### src/rtl/alu_pkg.sv
// Shared types and constants for the EX-stage ALU: ALUOp codes, funct fields,
// the internal operation enum, the stage FSM states and the decode function.
package alu_pkg;

  localparam logic [1:0] ALUOP_LDST   = 2'b00;
  localparam logic [1:0] ALUOP_BRANCH = 2'b01;
  localparam logic [1:0] ALUOP_RTYPE  = 2'b10;
  localparam logic [1:0] ALUOP_ITYPE  = 2'b11;

  localparam logic [6:0] F7_BASE   = 7'b0000000;
  localparam logic [6:0] F7_ALT    = 7'b0100000;
  localparam logic [6:0] F7_MULDIV = 7'b0000001;

  localparam logic [2:0] F3_ADD  = 3'b000;
  localparam logic [2:0] F3_SLL  = 3'b001;
  localparam logic [2:0] F3_SLT  = 3'b010;
  localparam logic [2:0] F3_SLTU = 3'b011;
  localparam logic [2:0] F3_XOR  = 3'b100;
  localparam logic [2:0] F3_SR   = 3'b101;
  localparam logic [2:0] F3_OR   = 3'b110;
  localparam logic [2:0] F3_AND  = 3'b111;

  typedef enum logic [3:0] {
    OP_ADD     = 4'd0,
    OP_SUB     = 4'd1,
    OP_SLL     = 4'd2,
    OP_SLT     = 4'd3,
    OP_SLTU    = 4'd4,
    OP_XOR     = 4'd5,
    OP_SRL     = 4'd6,
    OP_SRA     = 4'd7,
    OP_OR      = 4'd8,
    OP_AND     = 4'd9,
    OP_MUL     = 4'd10,
    OP_ILLEGAL = 4'd11
  } alu_op_e;

  typedef enum logic [0:0] {
    ST_IDLE = 1'b0,
    ST_MUL  = 1'b1
  } exec_state_e;

  // Map {ALUOp, funct7, funct3} onto an internal operation; anything unlisted is illegal.
  function automatic alu_op_e decode_op(input logic [1:0] alu_op, input logic [9:0] funct);
    logic [6:0] f7;
    logic [2:0] f3;
    alu_op_e    op;
    f7 = funct[9:3];
    f3 = funct[2:0];
    op = OP_ILLEGAL;
    case (alu_op)
      ALUOP_LDST:   op = OP_ADD;
      ALUOP_BRANCH: op = OP_SUB;
      ALUOP_RTYPE: begin
        if (f7 == F7_BASE) begin
          case (f3)
            F3_ADD:  op = OP_ADD;
            F3_SLL:  op = OP_SLL;
            F3_SLT:  op = OP_SLT;
            F3_SLTU: op = OP_SLTU;
            F3_XOR:  op = OP_XOR;
            F3_SR:   op = OP_SRL;
            F3_OR:   op = OP_OR;
            F3_AND:  op = OP_AND;
            default: op = OP_ILLEGAL;
          endcase
        end else if ((f7 == F7_ALT) && (f3 == F3_ADD)) begin
          op = OP_SUB;
        end else if ((f7 == F7_ALT) && (f3 == F3_SR)) begin
          op = OP_SRA;
        end else if ((f7 == F7_MULDIV) && (f3 == F3_ADD)) begin
          op = OP_MUL;
        end else begin
          op = OP_ILLEGAL;
        end
      end
      ALUOP_ITYPE: begin
        case (f3)
          F3_ADD:  op = OP_ADD;
          F3_SLT:  op = OP_SLT;
          F3_SLTU: op = OP_SLTU;
          F3_XOR:  op = OP_XOR;
          F3_OR:   op = OP_OR;
          F3_AND:  op = OP_AND;
          F3_SLL:  op = (f7 == F7_BASE) ? OP_SLL : OP_ILLEGAL;
          F3_SR: begin
            if (f7 == F7_BASE) begin
              op = OP_SRL;
            end else if (f7 == F7_ALT) begin
              op = OP_SRA;
            end else begin
              op = OP_ILLEGAL;
            end
          end
          default: op = OP_ILLEGAL;
        endcase
      end
      default: op = OP_ILLEGAL;
    endcase
    return op;
  endfunction

endpackage

### src/rtl/mul_iter.sv
// Iterative shift-add multiplier producing the low XLEN bits of a*b,
// retiring MUL_STEP multiplier bits per cycle. The last step can be held off.
module mul_iter #(
  parameter int XLEN     = 32,
  parameter int MUL_STEP = 1
) (
  input  logic            clk_i,
  input  logic            rst_i,
  input  logic            start_i,
  input  logic            hold_i,
  input  logic [XLEN-1:0] a_i,
  input  logic [XLEN-1:0] b_i,
  output logic            busy_o,
  output logic            done_o,
  output logic [XLEN-1:0] product_o
);

  localparam int STEPS = XLEN / MUL_STEP;
  localparam int CNT_W = $clog2(STEPS + 1);
  localparam logic [CNT_W-1:0] CNT_INIT = CNT_W'(STEPS);
  localparam logic [CNT_W-1:0] CNT_ONE  = CNT_W'(1);

  logic [XLEN-1:0]  acc_q, acc_d;
  logic [XLEN-1:0]  mcand_q, mcand_d;
  logic [XLEN-1:0]  mplier_q, mplier_d;
  logic [CNT_W-1:0] cnt_q, cnt_d;
  logic             busy_q, busy_d;
  logic [XLEN-1:0]  partial_s;
  logic             last_s;
  logic             advance_s;

  // Partial product of the MUL_STEP multiplier bits currently at the bottom of mplier_q.
  always_comb begin
    partial_s = '0;
    for (int j = 0; j < MUL_STEP; j++) begin
      if (mplier_q[j]) begin
        partial_s = partial_s + (mcand_q << j);
      end else begin
        partial_s = partial_s;
      end
    end
  end

  // The final step stalls (counter stays at 1) while the consumer still holds a result.
  assign last_s    = busy_q && (cnt_q == CNT_ONE);
  assign advance_s = busy_q && !(last_s && hold_i);
  assign done_o    = advance_s && last_s;
  assign busy_o    = busy_q;
  assign product_o = acc_q + partial_s;

  // Next-state for the accumulator, shifted operands and step counter.
  always_comb begin
    acc_d    = acc_q;
    mcand_d  = mcand_q;
    mplier_d = mplier_q;
    cnt_d    = cnt_q;
    busy_d   = busy_q;
    if (start_i) begin
      acc_d    = '0;
      mcand_d  = a_i;
      mplier_d = b_i;
      cnt_d    = CNT_INIT;
      busy_d   = 1'b1;
    end else if (advance_s) begin
      acc_d    = acc_q + partial_s;
      mcand_d  = mcand_q << MUL_STEP;
      mplier_d = mplier_q >> MUL_STEP;
      cnt_d    = cnt_q - CNT_ONE;
      busy_d   = !last_s;
    end else begin
      busy_d   = busy_q;
    end
  end

  // Multiplier state registers.
  always_ff @(posedge clk_i) begin
    if (rst_i) begin
      acc_q    <= '0;
      mcand_q  <= '0;
      mplier_q <= '0;
      cnt_q    <= '0;
      busy_q   <= 1'b0;
    end else begin
      acc_q    <= acc_d;
      mcand_q  <= mcand_d;
      mplier_q <= mplier_d;
      cnt_q    <= cnt_d;
      busy_q   <= busy_d;
    end
  end

endmodule

### src/rtl/alu_exec_unit.sv
// RV32 EX stage: decodes {funct7,funct3} under ALUOp, executes single-cycle ops
// directly and MUL on mul_iter, presenting a registered valid/ready result.
module alu_exec_unit
  import alu_pkg::*;
#(
  parameter int XLEN     = 32,
  parameter int MUL_STEP = 1
) (
  input  logic            clk_i,
  input  logic            rst_i,
  input  logic            valid_i,
  output logic            ready_o,
  input  logic [1:0]      ALUOp_i,
  input  logic [9:0]      funct_i,
  input  logic [XLEN-1:0] src1_i,
  input  logic [XLEN-1:0] src2_i,
  output logic            valid_o,
  input  logic            ready_i,
  output logic [XLEN-1:0] result_o,
  output logic            zero_o,
  output logic            illegal_o
);

  localparam int SH_W = $clog2(XLEN);

  exec_state_e     state_q, state_d;
  logic            valid_q, valid_d;
  logic [XLEN-1:0] result_q, result_d;
  logic            zero_q, zero_d;
  logic            illegal_q, illegal_d;

  alu_op_e         op_s;
  logic            accept_s;
  logic            out_fire_s;
  logic            mul_start_s;
  logic            mul_busy_s;
  logic            mul_done_s;
  logic [XLEN-1:0] mul_product_s;
  logic [XLEN-1:0] alu_res_s;
  logic [SH_W-1:0] shamt_s;

  assign ready_o     = (state_q == ST_IDLE) && (!valid_q || ready_i);
  assign accept_s    = valid_i && ready_o;
  assign out_fire_s  = valid_q && ready_i;
  assign op_s        = decode_op(ALUOp_i, funct_i);
  assign mul_start_s = accept_s && (op_s == OP_MUL);
  assign shamt_s     = src2_i[SH_W-1:0];

  mul_iter #(
    .XLEN     (XLEN),
    .MUL_STEP (MUL_STEP)
  ) u_mul (
    .clk_i     (clk_i),
    .rst_i     (rst_i),
    .start_i   (mul_start_s),
    .hold_i    (valid_q && !ready_i),
    .a_i       (src1_i),
    .b_i       (src2_i),
    .busy_o    (mul_busy_s),
    .done_o    (mul_done_s),
    .product_o (mul_product_s)
  );

  // Single-cycle datapath; MUL and illegal ops produce zero here.
  always_comb begin
    alu_res_s = '0;
    case (op_s)
      OP_ADD:  alu_res_s = src1_i + src2_i;
      OP_SUB:  alu_res_s = src1_i - src2_i;
      OP_SLL:  alu_res_s = src1_i << shamt_s;
      OP_SLT:  alu_res_s = {{(XLEN-1){1'b0}}, ($signed(src1_i) < $signed(src2_i))};
      OP_SLTU: alu_res_s = {{(XLEN-1){1'b0}}, (src1_i < src2_i)};
      OP_XOR:  alu_res_s = src1_i ^ src2_i;
      OP_SRL:  alu_res_s = src1_i >> shamt_s;
      OP_SRA:  alu_res_s = $unsigned($signed(src1_i) >>> shamt_s);
      OP_OR:   alu_res_s = src1_i | src2_i;
      OP_AND:  alu_res_s = src1_i & src2_i;
      default: alu_res_s = '0;
    endcase
  end

  // FSM and output register next-state.
  always_comb begin
    state_d   = state_q;
    valid_d   = valid_q;
    result_d  = result_q;
    zero_d    = zero_q;
    illegal_d = illegal_q;

    case (state_q)
      ST_IDLE: state_d = mul_start_s ? ST_MUL : ST_IDLE;
      // A multiplier that is no longer busy without finishing returns us to IDLE.
      ST_MUL:  state_d = (mul_done_s || !mul_busy_s) ? ST_IDLE : ST_MUL;
      default: state_d = ST_IDLE;
    endcase

    if (mul_done_s) begin
      valid_d   = 1'b1;
      result_d  = mul_product_s;
      zero_d    = (mul_product_s == '0);
      illegal_d = 1'b0;
    end else if (accept_s && (op_s != OP_MUL)) begin
      valid_d   = 1'b1;
      result_d  = alu_res_s;
      zero_d    = (alu_res_s == '0);
      illegal_d = (op_s == OP_ILLEGAL);
    end else if (out_fire_s) begin
      valid_d   = 1'b0;
    end else begin
      valid_d   = valid_q;
    end
  end

  // State and registered outputs.
  always_ff @(posedge clk_i) begin
    if (rst_i) begin
      state_q   <= ST_IDLE;
      valid_q   <= 1'b0;
      result_q  <= '0;
      zero_q    <= 1'b0;
      illegal_q <= 1'b0;
    end else begin
      state_q   <= state_d;
      valid_q   <= valid_d;
      result_q  <= result_d;
      zero_q    <= zero_d;
      illegal_q <= illegal_d;
    end
  end

  assign valid_o   = valid_q;
  assign result_o  = result_q;
  assign zero_o    = zero_q;
  assign illegal_o = illegal_q;

endmodule

### config.mk
export PLATFORM = sky130hd
export DESIGN_NAME = alu_exec_unit
export DESIGN_NICKNAME = d
export VERILOG_FILES = /design/src/rtl/alu_pkg.sv /design/src/rtl/mul_iter.sv /design/src/rtl/alu_exec_unit.sv
export SDC_FILE = /design/constraint.sdc
export NUM_CORES = 1
export LEC_CHECK = 0
export CAP_MARGIN = 25
export CORE_ASPECT_RATIO = 1.25
export CORE_UTILIZATION = 50
export DETAILED_ROUTE_END_ITERATION = 16
export PLACE_DENSITY = 0.69
export SYNTH_ARGS = -nofsm -noshare
export SYNTH_HDL_FRONTEND = slang
export SYNTH_SLANG_ARGS = --single-unit
### constraint.sdc
create_clock -name clk_i -period 6.6 [get_ports clk_i]
set_input_delay 0.66 -clock clk_i [delete_from_list [all_inputs] [get_ports clk_i]]
set_output_delay 0.66 -clock clk_i [all_outputs]
set_load 0.05 [all_outputs]
==> flow_summary_export.csv, run 1 <==
group,metric,value,unit
run_status,outcome,"complete, no violations",
pwr,p_per_area,169,nW/um^2
floorplanning,initial_core_util,50.7,%
clock_tree,cts.path.max_buffers,2,
sta,fmaxAchievable,177,MHz
synth,ys_ff_latch,139,
sta,rsz0062_at_grt,"false",
clock_tree,clk_latency,0.48,ns
layout,area_delta_synth_final,10.3,%
clock_tree,hold_buffers,0,
clock_tree,cts_sinks,139,
synth,yosys_warnings,0,
floorplanning,dieWidth,173,um
global_routing,grt_max_degree,85,
place,port_buffers,115,
synth,postSynthCellCount,2546,
pwr,p_leak,0.00784,uW
clock_tree,cts-resized-gates,0,
clock_tree,cts_root_buf,"clkbuf_16",
pwr,irDropWorstVdd,0.000190,V
layout,fillCellCount,3500,
global_routing,grt_pass1_vias,20310,
sta,post-route-period-util,85.6,%
sta,slew-limit-headroom,25.2,%
clock_tree,path_clk_slew,0.06,ns
layout,final_area,20200,um^2
clock_tree,cts_tree,"done",
place,place_ws,0.687,ns
min_path,hold_path_class,"reg2reg",
place,dpl_cell_area,19700,um^2
sta,timing.final.ws_setup,0.947,ns
synth,yosysSeqAreaShare,15.2,%
sta,final.setup.tns,0,ns
layout,layout_common_cells,"331 x nand2_1, 319 x nor2_1, 196 x a21oi_1",
drt,vias,21744,
place,dp_hpwl,68000,um
drt,wirelength,90000,um
floorplanning,dieArea,37500,um^2
setup_path,path_max_fanout,15,
layout,final_common_cell,"nand2_1",
floorplanning,io_pins,116,
drt,wl_per_cell,29.7,um
drt,first_pass_iters,6,
sta,finalSetupViolCount,0,
drt,ant_nets,0,
sta,worstMarginPinSlew,1.09,ns
drt,drc,0,
setup_path,endpoint_kind,"flip-flop",
layout,nNetsFinal,2756,
sta,hold_violations,0,
drt,vias_per_cell,7.17,
setup_path,critical_path_arrival,6.06,ns
clock_tree,cts-buffers-inserted,17,
global_routing,overflow,0,
synth,synth_area,18400,um^2
job,cap_violations,0,
global_routing,antenna_found_initial,4,
sta,finalCriticalPeriod,5.65,ns
floorplanning,row_count,78,
synth,synth_nets,2763,
clock_tree,postCtsSetupBuffers,0,
synth,synth-edff-count,0,
setup_path,start_kind,"input pin",
pwr,power,3430,uW
floorplanning,die_y,216,um
floorplanning,coreArea,36200,um^2
synth,ys_types,106,
place,gp_congestion,1.18,
clock_tree,ctsHtreeMaxLevel,4,
synth,avgSynthCellArea,7.21,um^2
global_routing,grt_use_total,46.8,%
drt,drt-initial-drc-count,3070,
synth,synth-main-ff-cell,"dfxtp_1",
sta,slew_viol_final,0,
global_routing,grt_pass1_wl,131000,um
sta,clock_skew,0.0144,ns
setup_path,crit_type,"in2reg",
layout,drive_gt1_share,9.21,%
setup_path,required,7.00,ns
synth,synth_async_sr_flop_share,0,%
## stage by stage
stage | std cells | hold WS, ns | utilization [%]
final | 3034 | 0.460 | 55.9
after global routing | 3032 | 0.478 | 55.9
after CTS | 3032 | 0.462 | 55.9
after detailed placement | 3000 | 0.450 | 54.4
after global placement | 3000 | 0.446 | 54.4
after floorplan | 2546 | 0.441 | -
## cells in the mapped netlist (9+ instances only)
master	instances	area, um^2
a211oi_1	45	338
dfxtp_1	139	2780
nor3_1	57	285
inv_1	113	424
ha_1	134	1680
clkbuf_1	131	492
and3_1	10	62.6
nor2b_1	18	113
buf_2	42	210
a311oi_1	70	613
nor4_1	17	106
o21ai_0	88	440
nand3_1	58	290
or4_1	9	67.6
buf_6	10	113
nor2_1	322	1210
nand4_1	25	156
a221oi_1	17	149
nand2_1	331	1240
xnor2_1	37	324
a2111oi_0	16	140
a31oi_1	27	169
mux2i_1	68	681
o221ai_1	11	96.3
a211o_1	14	123
o31ai_1	11	82.6
and2_1	42	263
o21bai_1	23	173
a21o_1	24	180
nand2b_1	19	119
o2111ai_1	9	78.8
or3_1	21	131
mux4_2	42	946
o21a_1	22	165
a21oi_1	196	981
o211ai_1	36	270
xor2_1	16	140
or2_2	10	62.6
mux2_2	46	518
a22oi_1	14	105
buf_1	9	33.8
o22ai_1	38	238
## registers in the layout, indices dropped and copies added, names as in the netlist
| signal | count |
|---|---|
| u_mul.mcand_q | 32 |
| illegal_o | 1 |
| u_mul.acc_q | 32 |
| state_q | 1 |
| u_mul.busy_o | 1 |
| zero_o | 1 |
| u_mul.mplier_q | 32 |
| valid_o | 1 |
| u_mul.cnt_q | 6 |
| result_o | 32 |
## final cells by class
class                   instances  area (um^2)  area share [%]
multi-input cells            2094        14300            70.6
flip-flops and latches        139         2780            13.7
repair buffers                171         1570            7.76
well taps                     480          601            2.97
clock buffers                  20          437            2.16
inverters                     116          435            2.15
clock inverters                12          115           0.569
diodes                          2         5.00          0.0247
## report_power, final
| group | internal (uW) | leakage [uW] | switching (uW) |
|---|---|---|---|
| Clock | 521 | 0.000261 | 447 |
| Combinational | 511 | 0.00645 | 1050 |
| Sequential | 874 | 0.00113 | 27.5 |
| Total | 1910 | 0.00784 | 1520 |
## cell families after synthesis
group                    after synthesis  share of synthesized area [%]
AO/OA/AOI/OAI                        770                           29.5
multiplexers                         158                           11.8
XOR/XNOR                              53                           2.53
AND/OR/NAND/NOR                      976                           24.3
buffers and inverters                313                           7.20
flip-flops                           139                           15.2
adder cells (fa/ha/maj)              137                           9.46
## worst max-delay path, cell delays in order
cell             delay (ns)
clkdlybuf4s50_1        0.83
inv_1                  0.13
ha_1                   0.64
nand4_1                0.19
a211oi_1               0.23
o21ai_0                0.33
a2111oi_1              0.95
or2_2                  0.27
a31oi_1                0.11
xnor2_1                0.16
a2111oi_0              0.68
nand4_1                0.22
nor4_1                 0.36
nand3_1                0.15
o21ai_1                0.15
## per-layer routing
metal	up-vias	track usage, %	wire, um
met3	441	12.1	10300
li1	9371	-	-
met5	-	0	27
met2	1644	73.7	39700
met1	10284	54.7	32000
met4	4	35.0	7980
## worst paths after layout
kind | slack [ns] | startpoint | cells past startpoint | to
max | 0.95 | src1_i[9] | 15 | zero_o
min | 0.46 | result_o[2] | 2 | result_o[2]
max reg2reg | 1.66 | u_mul.mplier_q[0] | 17 | zero_o
min reg2reg | 0.46 | result_o[2] | 2 | result_o[2]
No activity file was read; power rests on OpenSTA's default activity.
==> run 2, diff against run 1 <==
- clock period: 6.6 -> 5.4 ns (I/O delays scaled with it)
==> flow_summary_export.csv, run 2 (synthesis gave the netlist of run 1 again) <==
group,metric,value,unit
run_status,outcome,"complete, no violations",
setup_path,start_kind,"input pin",
clock_tree,cts_sinks,139,
global_routing,grt_pass1_wl,137000,um
layout,drive_gt1_share,12.7,%
pwr,p_leak,0.00836,uW
setup_path,reg2reg_slack,0.77,ns
setup_path,endpoint_kind,"flip-flop",
drt,drt-initial-drc-count,3253,
clock_tree,cts.path.max_buffers,2,
layout,stdcell_count,3133,
drt,wl_per_cell,30.1,um
place,dp_hpwl,71900,um
clock_tree,ctsHtreeMaxLevel,4,
sta,hold_violations,0,
layout,nNetsFinal,2856,
setup_path,required,5.80,ns
sta,post-route-period-util,95.4,%
drt,ant_nets,0,
floorplanning,initial_core_util,50.7,%
sta,fmaxAchievable,194,MHz
sta,finalCriticalPeriod,5.15,ns
layout,fillCellCount,3364,
setup_path,worstPathCellList,"clkdlybuf4s50_1 -> buf_4 -> ha_1 -> fa_1 -> a211oi_2 -> o21bai_1 -> a2111oi_0 -> nor3_1 -> xnor2_1 -> o2111a_1 -> nor4_2 -> nand4_1 -> or4_1 -> nor4_1 -> nand3_1 -> o21ai_1",
layout,layout_common_cells,"331 x nand2_1, 319 x nor2_1, 196 x a21oi_1",
sta,rsz0062_at_grt,"false",
clock_tree,path_clk_slew,0.07,ns
drt,first_pass_iters,8,
sta,worstMarginPinSlew,1.11,ns
floorplanning,dieArea,37500,um^2
floorplanning,io_pins,116,
layout,area_delta_synth_final,14.7,%
place,port_buffers,115,
place,gp_congestion,1.09,
place,dp_cells,3099,
global_routing,grt_max_degree,107,
floorplanning,coreArea,36200,um^2
setup_path,cp_slowest_cell,"a2111oi_0",
pwr,p_per_area,207,nW/um^2
job,cap_violations,0,
drt,wirelength,94200,um
floorplanning,row_count,78,
drt,vias,22386,
global_routing,grt_pass1_vias,21213,
clock_tree,cts_tree,"done",
setup_path,crit_type,"in2reg",
min_path,hold_path_class,"reg2reg",
layout,regArea,2780,um^2
setup_path,slowest_delay,0.77,ns
floorplanning,dieWidth,173,um
setup_path,critical_path_arrival,5.55,ns
layout,multi_input_area,14300,um^2
sta,clock_skew,0.0202,ns
sta,slew-limit-headroom,25.0,%
layout,final_common_cell,"nand2_1",
drt,drc,0,
global_routing,grt_use_total,48.9,%
clock_tree,hold_buffers,0,
clock_tree,cts_root_buf,"clkbuf_16",
sta,worst_hold_slack,0.460,ns
setup_path,cp_num_buf_inv,2,
layout,final_core_util,58.2,%
clock_tree,clk_latency,0.47,ns
sta,slew_viol_final,0,
global_routing,antenna_found_initial,4,
clock_tree,postCtsSetupBuffers,0,
pwr,irDropWorstVdd,0.000238,V
global_routing,overflow,0,
floorplanning,die_y,216,um
drt,vias_per_cell,7.15,
clock_tree,cts-resized-gates,0,
setup_path,path_max_fanout,6,
setup_path,critPathTopFamily,"simple AND/OR/NAND/NOR gates",
clock_tree,cts-buffers-inserted,17,
sta,finalSetupViolCount,0,
[run 2: cell types whose count changed in the layout (fill, tap and decap cells not counted), sizes merged]
cell	before	now
clkinvlp	3	2
inv	118	123
buf	62	162
diode	2	1
clkbuf	20	19
clkinv	6	3
[run 2: path summary, 6_finish.rpt]
check	from	depth (start not counted)	to
max	src1_i[0]	16	zero_o
min	result_o[2]	2	result_o[2]
min reg2reg	result_o[2]	2	result_o[2]
max reg2reg	u_mul.mplier_q[0]	15	zero_o
[run 2: per-layer routing]
metal	wire length, um	vias to the layer above	global-route usage, %
met3	10200	534	11.5
met4	8920	2	37.8
met1	33100	10506	55.8
li1	-	9585	-
met5	10	-	0.391
met2	42000	1759	79.1
[run 2: final cells by class]
class                           instances  share of cell area [%]
Clock buffer                           19                    2.10
Antenna cell                            1                  0.0119
Timing Repair Buffer                  271                    11.3
Multi-Input combinational cell       2094                    67.9
Clock inverter                         13                   0.612
Sequential cell                       139                    13.2
Tap cell                              480                    2.85
Inverter                              116                    2.07
[run 2: report_power, final]
| part | switching, uW | leakage (uW) | internal, uW |
|---|---|---|---|
| registers | 34.0 | 0.00113 | 1070 |
| logic | 1330 | 0.00695 | 710 |
| clock network | 555 | 0.000277 | 657 |
| total | 1920 | 0.00836 | 2430 |
[run 2: through the flow]
stage	setup slack [ns]	cell area (um^2)	setup TNS (ns)	total power, uW
detailed placement	-0.000145	20500	-0.000145	3050
global placement	-0.296	20500	-0.334	3050
finish	0.250	21100	0	4360
floorplan	0.578	18400	0	2260
global route	0.321	21100	0	4460
CTS	0.461	21000	0	4260
[run 2: tightest hold or removal path: stages, from the launching register on]
cell	delay, ns
dfxtp_1	0.31
nand2_1	0.05
a21oi_1	0.05
